--- src/rtl/alu_op_sequencer.sv ---
// alu_op_sequencer
//   Initiator for a combinational ALU. Latches one operand set on an accepted
//   start, drives it onto the ALU, and sweeps Ctrl from 0 to all-ones. For each
//   code it waits SETTLE+1 cycles, samples Output/Cout, and offers the result on
//   a valid/ready stream. A one-cycle done pulse follows the last transfer.
//
//   Ports
//     clk, rst_n                 clock, async active-low reset
//     start, a_in, b_in, cin_in  sweep request and its operands (taken in IDLE only)
//     busy                       high whenever a sweep is in progress
//     alu_a/b/cin/ctrl           registered drive to the ALU
//     alu_out, alu_cout          ALU response
//     res_valid/ready            result stream handshake
//     res_ctrl/data/cout         result payload
//     done                       one-cycle pulse after the final transfer
//     chk_out                    (ALU_SEQ_CHECKSUM_EN only) XOR of every transferred
//                                {res_cout,res_data}, cleared on accepted start
//
//   Optional feature macro: ALU_SEQ_CHECKSUM_EN
module alu_op_sequencer #(
  parameter int DWIDTH = 4,
  parameter int CWIDTH = 3,
  parameter int SETTLE = 1
) (
  input  logic              clk,
  input  logic              rst_n,
  input  logic              start,
  input  logic [DWIDTH-1:0] a_in,
  input  logic [DWIDTH-1:0] b_in,
  input  logic              cin_in,
  output logic              busy,
  output logic [DWIDTH-1:0] alu_a,
  output logic [DWIDTH-1:0] alu_b,
  output logic              alu_cin,
  output logic [CWIDTH-1:0] alu_ctrl,
  input  logic [DWIDTH-1:0] alu_out,
  input  logic              alu_cout,
  output logic              res_valid,
  input  logic              res_ready,
  output logic [CWIDTH-1:0] res_ctrl,
  output logic [DWIDTH-1:0] res_data,
  output logic              res_cout,
`ifdef ALU_SEQ_CHECKSUM_EN
  output logic [DWIDTH:0]   chk_out,
`endif
  output logic              done
);

  // counter must hold SETTLE; keep at least one bit so SETTLE=0 still elaborates
  localparam int CNTW = (SETTLE > 0) ? $clog2(SETTLE + 1) : 1;

  typedef enum logic [1:0] {S_IDLE, S_WAIT, S_VALID, S_DONE} state_t;

  state_t          state, nxt;
  logic [CNTW-1:0] cnt;
  logic            last_ctrl;

  assign last_ctrl = (alu_ctrl == '1);
  assign busy      = (state != S_IDLE);
  assign done      = (state == S_DONE);

  always_ff @(posedge clk or negedge rst_n) begin
    if (!rst_n) state <= S_IDLE;
    else        state <= nxt;
  end

  always_comb begin
    nxt = state;
    case (state)
      S_IDLE:  if (start)     nxt = S_WAIT;
      S_WAIT:  if (cnt == '0) nxt = S_VALID;
      S_VALID: if (res_ready) nxt = last_ctrl ? S_DONE : S_WAIT;
      S_DONE:                 nxt = S_IDLE;
      default:                nxt = S_IDLE;
    endcase
  end

  always_ff @(posedge clk or negedge rst_n) begin
    if (!rst_n) begin
      alu_a     <= '0;
      alu_b     <= '0;
      alu_cin   <= 1'b0;
      alu_ctrl  <= '0;
      cnt       <= '0;
      res_valid <= 1'b0;
      res_ctrl  <= '0;
      res_data  <= '0;
      res_cout  <= 1'b0;
    end else begin
      case (state)
        S_IDLE: if (start) begin
          alu_a    <= a_in;
          alu_b    <= b_in;
          alu_cin  <= cin_in;
          alu_ctrl <= '0;
          cnt      <= CNTW'(SETTLE);
        end
        S_WAIT: if (cnt == '0) begin
          res_ctrl  <= alu_ctrl;
          res_data  <= alu_out;
          res_cout  <= alu_cout;
          res_valid <= 1'b1;
        end else begin
          cnt <= cnt - 1'b1;
        end
        // alu_* and res_* hold while stalled; ctrl stops at all-ones, never wraps
        S_VALID: if (res_ready) begin
          res_valid <= 1'b0;
          if (!last_ctrl) begin
            alu_ctrl <= alu_ctrl + 1'b1;
            cnt      <= CNTW'(SETTLE);
          end
        end
        default: ;
      endcase
    end
  end

`ifdef ALU_SEQ_CHECKSUM_EN
  always_ff @(posedge clk or negedge rst_n) begin
    if (!rst_n)                               chk_out <= '0;
    else if (state == S_IDLE && start)        chk_out <= '0;
    else if (state == S_VALID && res_ready)   chk_out <= chk_out ^ {res_cout, res_data};
  end
`endif

endmodule

--- config.mk ---
export PLATFORM = sky130hd
export DESIGN_NAME = alu_op_sequencer
export DESIGN_NICKNAME = d
export VERILOG_FILES = /design/src/rtl/alu_op_sequencer.sv
export SDC_FILE = /design/constraint.sdc
export NUM_CORES = 1
export LEC_CHECK = 0
export CAP_MARGIN = 0
export CORE_ASPECT_RATIO = 1.25
export CORE_MARGIN = 10
export CORE_UTILIZATION = 24
export CTS_CLUSTER_SIZE = 24
export DETAILED_ROUTE_END_ITERATION = 10
export DONT_BUFFER_PORTS = 1
export GPL_TIMING_DRIVEN = 0
export PLACE_DENSITY_LB_ADDON = 0.08
export SLEW_MARGIN = 30
export SYNTH_ARGS = -nofsm -noshare
export SYNTH_HDL_FRONTEND = slang
export SYNTH_SLANG_ARGS = --single-unit
--- constraint.sdc ---
create_clock -name clk -period 2.9 [get_ports clk]
set_clock_uncertainty 0.05 [all_clocks]
set_input_delay 0.29 -clock clk [delete_from_list [all_inputs] [get_ports clk]]
set_output_delay 0.29 -clock clk [all_outputs]
set_load 0.01 [all_outputs]
## Word-level counts from Yosys, hierarchy flattened

Index checks and enable logic that the tools add are counted.

- Reductions and logical operators: 11
- Bitwise operators: 1
- $add $sub $neg: 2
- Equality and inequality tests: 8
- Muxes and demuxes: 17

Operators with widths:

| kind | count |
|---|---|
| 2-to-1 mux 3 bit | 3 |
| 2-to-1 mux 2 bit | 4 |
| != test 2 bit, second input constant | 4 |
| one-hot mux 2 bit (4 select lines) | 1 |
| AND reduction 4 bit | 2 |
| 2-to-1 mux 1 bit | 6 |
| one-hot mux 3 bit (2 select lines) | 1 |
| AND reduction 3 bit | 2 |
| nonzero test 2 bit | 3 |
| equality test 2 bit, second input constant | 2 |
| AND reduction 2 bit | 2 |
| adder 3 x 1 -> 3 bit, second input constant | 1 |
| equality test 3 bit, second input constant | 1 |
| one-hot mux 1 bit (3 select lines) | 1 |
| nonzero test 3 bit | 1 |
| equality test 2 x 1 -> 1 bit, second input constant | 1 |
| logical NOT 2 bit | 1 |
| one-hot mux 1 bit (2 select lines) | 1 |
| inverter 1 bit | 1 |
| subtractor 1 bit, second input constant | 1 |

- Register bits: 24
- Input port bits: 18

## Logic depth before layout (Yosys ltp)

- Word-level depth: 4
- Mapped depth: 5

## Least setup slack after synthesis

OpenSTA, ideal clock, no wires.

- Kind: flip-flop to flip-flop
- From: reg alu_ctrl[0]
- To: reg alu_ctrl[0]
- Arrival: 1449 ps
- Library setup time: 125 ps
- Path buffers: 0
- Setup slack: 1277 ps
- Stages on the path, launching flop included: 6
- Cells stage by stage: dfrtp_1 ha_1 ha_1 and4bb_1 nor2_2 mux2_2

- Cells in the longest elaborated chain, start to end: 4
- Elaborated cells between the ends (all ways): 7
- Classes of those cells: add/sub (1); eq/ne (2); mux (3); reduce/logical (1)

RTL lines:

| what | RTL line | text |
|---|---|---|
| start: declaration | 35 | `output logic [CWIDTH-1:0] alu_ctrl,` |
| start signal: assignment | 110 | `alu_ctrl <= alu_ctrl + 1'b1;` |
| adder 3 x 1 -> 3 bit | 110 |  |
| 2-to-1 mux 3 bit | 109 | `if (!last_ctrl) begin` |
| 2-to-1 mux 3 bit | 107 | `S_VALID: if (res_ready) begin` |
| one-hot mux 3 bit (2 select lines) | 90 | `case (state)` |

Several ways; a longest one is shown, not always the timed one. The select of a mux whose other input is x is not followed.
A chain may end at the register's enable or synchronous reset.

## Worst setup path after layout

Same ends and word-level chain as after synthesis.

==> impl.org <==
** Logic synthesis
- Flops & latches, synth :: 24
- Synth Warn # :: 0
- Sequential elements use 58.1% of the synthesized area.
- Summed instance area of the synthesized netlist :: between 1000 and 1500 µm²
- Synthesis instantiated 20 different standard cells from the library.
- Averaged over all synthesized cells, the footprint is 14.6 µm².
- Synthesis produced 71 cells.
- Synthesized netlist net count :: about 90

** Worst setup path
- CP dominant cell by count :: sky130_fd_sc_hd__ha_1
- Largest driver fanout on the critical path :: 4
- Cell-by-cell trace of the critical path :: ha_1 > ha_1 > and4bb_1 > nor2_2 > mux2_2
- Cell type group with the largest total delay on the critical path :: flip-flops
- The worst setup path is captured at a flip-flop.
- Crit path buf inv count :: 0
- The largest individual stage delay along the critical path comes from the cell sky130_fd_sc_hd__dfrtp_1.
- For this run, the slowest stage of the critical path takes ~0.46 ns.
- Critical path data required time :: about 3.0 ns
- Data arrival, critical path :: between 1.5 and 2 ns
- Startpoint types :: flip-flop
- Start-to-end type of the worst setup path :: flip-flop to flip-flop

** Die
- Vertical extent of the die :: between 90 and 100 µm
- The die is 78.7 µm wide.
- Row generation in the floorplan step produced 26 rows.
- The core region is roughly 4100 µm².
- Top Ports :: between 40 and 50
- Starting Density :: approximately 25%
- Total die area :: 7350 µm²

** Routing
- Average via count per standard cell :: 4.33
- First-pass detailed-route iteration total :: 2
- Total via count in the routed design :: around 570
- Drt drc :: 0
- For this block, the initial DRC count from the detailed router was 40.
- Final routed wire length divided by cell count :: 17.9 µm
- Final ANT Viol Nets :: 0
- Wires add up to 2360 µm.

** Clock network
- In this run the clock root is driven by a sky130_fd_sc_hd__clkbuf_8.
- CTS H-tree depth :: 1
- Clock tree synthesis inserted a total of 3 buffers.
- Clock tree sinks :: 24
- Clk Latency, worst-skew pair :: about 0.26 ns
- TritonCTS built the clock tree.
- The clock passes through at most 2 buffers.
- Clock-pin slew was measured on the worst setup and hold paths at 0.08 ns.

** Run status
- The run finished with clean final reports.

** Global routing
- The number of antenna violations at the first check in global routing was 0.
- Global-route wire length before repair :: 3880 µm
- In the global route stage, overall resource usage came out at 6.86%.
- Vias in the first global route :: between 600 and 700
- Grt ovf :: 0
- Entering global routing, the biggest net connects 25 pins.

** STA
- The number of endpoints with negative hold slack in the final report was 0.
- Final critical-path share of the clock period :: 60.2%
- Tightest slew margin relative to the limit :: 83.4%
- Transition time of the tightest slew-check pin :: around 0.25 ns
- Setup repair after global routing left no endpoint under its margin.
- Static timing analysis puts the maximum clock frequency at around 570 MHz.
- After routing, the total negative slack on setup checks comes to 0 ns.
- Endpoints failing setup :: 0
- The routed design could run at a clock period as short as 1.75 ns.
- Max-slew violation count :: 0

** Finish
- Compared with the post-synthesis result, the final layout area differs by 13.7%.
- Number of diodes :: 0
- For this run, the post-layout net count is 98.
- In the final layout, the share of cells above drive strength 1 is 36.8%.
- Fill cells in the final layout number 439.
- Cells fill around 28% of the core in the end.

** Pwr
- In this run the static leakage power is 0.531 nW.
- Cell area power density :: 1060 nW/µm²
- Maximum ir drop on the vdd rail :: 349 µV

** Placement
- Sum of net half-perimeters after detailed placement :: ~1800 µm
- Buffers placed on the I/O ports in this run total 0.
- Final Wtd Congestion :: between 0.6 and 0.7

** Hold path
- Classification of the worst-slack hold path :: input pin to flip-flop

** Flow run
- Max-cap check violation count :: 0
==> per-layer routing <==
| layer | global-route usage, % | up-vias | routed length [µm] |
|---|---|---|---|
| met5 | 0 | - | 0 |
| met3 | 5.08 | 2 | 330 |
| met1 | 6.86 | 285 | 885 |
| li1 | - | 258 | - |
| met4 | 3.59 | 0 | 25 |
| met2 | 10.3 | 26 | 1120 |
==> where the power goes <==
part | switching (mW) | leakage, nW | internal [mW]
Combinational | 0.151 | 0.216 | 0.236
Clock | 0.101 | 0.0216 | 0.0927
Sequential | 0.181 | 0.293 | 0.480
Total | 0.433 | 0.531 | 0.808
==> worst register-to-register path, stage by stage, from the launching register on <==
cell and delay (ns):
sky130_fd_sc_hd__dfrtp_1 0.46, sky130_fd_sc_hd__ha_1 0.24, sky130_fd_sc_hd__ha_1 0.20, sky130_fd_sc_hd__and4bb_1 0.37, sky130_fd_sc_hd__nor2_2 0.07, sky130_fd_sc_hd__mux2_2 0.26
==> state kept, by name, summed over array words and instances (netlist names) <==
name	flops
res_data	4
alu_b	4
state	2
alu_cin	1
cnt	1
res_cout	1
alu_ctrl	3
res_ctrl	3
alu_a	4
res_valid	1
==> cells by family (layout without fill, tap and decap cells) <==
group / count (synthesis) / in the layout / share of synthesized area [%]
AND/OR/NAND/NOR: 8 / 8 / 5.69
adder cells (fa/ha/maj): 2 / 2 / 2.42
buffers and inverters: 7 / 12 / 3.99
flip-flops: 24 / 24 / 58.1
multiplexers: 19 / 19 / 23.5
AO/OA/AOI/OAI: 11 / 11 / 6.30
==> cell usage after synthesis <==
cell	number	area share, %
sky130_fd_sc_hd__dfrtp_1	24	58
sky130_fd_sc_hd__mux2_2	10	11
sky130_fd_sc_hd__mux2_4	8	12
sky130_fd_sc_hd__o21ai_0	5	2.4
sky130_fd_sc_hd__a21oi_1	3	1.5
sky130_fd_sc_hd__inv_1	3	1.1
sky130_fd_sc_hd__a22o_1	2	1.7
sky130_fd_sc_hd__buf_4	2	1.5
sky130_fd_sc_hd__ha_1	2	2.4
sky130_fd_sc_hd__nor3b_1	2	1.5
sky130_fd_sc_hd__a21o_1	1	0.73
sky130_fd_sc_hd__and2_1	1	0.61
sky130_fd_sc_hd__and3_1	1	0.61
sky130_fd_sc_hd__and4bb_1	1	1.2
sky130_fd_sc_hd__buf_6	1	1.1
sky130_fd_sc_hd__inv_2	1	0.36
sky130_fd_sc_hd__mux2i_1	1	0.97
sky130_fd_sc_hd__nor2_2	1	0.61
sky130_fd_sc_hd__or2_2	1	0.61
sky130_fd_sc_hd__or3_1	1	0.61
==> worst paths after layout <==
path,to,from,slack [ns],depth (start not counted)
worst max-delay path,alu_ctrl[0]$_DFFE_PN0P_,alu_ctrl[0]$_DFFE_PN0P_,1.15,5
worst min-delay path,res_data[2]$_DFFE_PN0P_,alu_out[2],0.12,1
worst max register to register,alu_ctrl[0]$_DFFE_PN0P_,alu_ctrl[0]$_DFFE_PN0P_,1.15,5
worst min register to register,cnt$_DFFE_PN0P_,cnt$_DFFE_PN0P_,0.54,2
max in group asynchronous,alu_a[3]$_DFFE_PN0P_,rst_n,2.25,2
min in group asynchronous,state[1]$_DFFE_PN0P_,rst_n,0.40,2
==> through the flow <==
| stage | setup WS, ns | hold slack, ns | power, mW | area [µm²] | instances |
|---|---|---|---|---|---|
| final | 1.15 | 0.122 | 1.24 | 1170 | 132 |
| after global routing | 1.04 | 0.105 | 1.34 | 1170 | 132 |
| after CTS | 1.13 | 0.108 | 1.28 | 1170 | 132 |
| after detailed placement | 1.15 | -0.0546 | 1.06 | 1100 | 127 |
| after global placement | 1.16 | -0.0547 | 1.05 | 1100 | 127 |
| after floorplan | 1.28 | -0.0556 | 0.962 | 1030 | 71 |
==> layout make-up <==
type / instances / area (µm²) / area share (%)
Buffer: 3 / 26.3 / 2.24
Sequential cell: 24 / 601 / 51.1
Timing Repair Buffer: 2 / 30.0 / 2.56
Tap cell: 56 / 70.1 / 5.96
Inverter: 4 / 15.0 / 1.28
Multi-Input combinational cell: 40 / 392 / 33.3
Clock buffer: 3 / 41.3 / 3.51
==> cell usage in the layout, fill, tap and decap left out <==
master	synthesis	routed
sky130_fd_sc_hd__nor2_2	1	1
sky130_fd_sc_hd__and3_1	1	1
sky130_fd_sc_hd__or3_1	1	1
sky130_fd_sc_hd__mux2_2	10	10
sky130_fd_sc_hd__mux2i_1	1	1
sky130_fd_sc_hd__buf_12	0	1
sky130_fd_sc_hd__mux2_4	8	8
sky130_fd_sc_hd__buf_4	2	2
sky130_fd_sc_hd__inv_1	3	3
sky130_fd_sc_hd__a21oi_1	3	3
sky130_fd_sc_hd__a22o_1	2	2
sky130_fd_sc_hd__dlygate4sd3_1	0	1
sky130_fd_sc_hd__ha_1	2	2
sky130_fd_sc_hd__inv_2	1	1
sky130_fd_sc_hd__and4bb_1	1	1
sky130_fd_sc_hd__o21ai_0	5	5
sky130_fd_sc_hd__or2_2	1	1
sky130_fd_sc_hd__buf_6	1	1
sky130_fd_sc_hd__dfrtp_1	24	24
sky130_fd_sc_hd__clkbuf_8	0	3
sky130_fd_sc_hd__and2_1	1	1
sky130_fd_sc_hd__a21o_1	1	1
sky130_fd_sc_hd__nor3b_1	2	2
==> repair_timing <==
| action | 4_1_cts | 5_1_grt |
|---|---|---|
| gates resized for setup | 0 | 0 |
| buffers inserted | 0 | 0 |
| hold buffers | 2 | 0 |
| endpoints found under the hold margin | 24 | 0 |
Note: power is estimated with default switching activity, not from simulation.
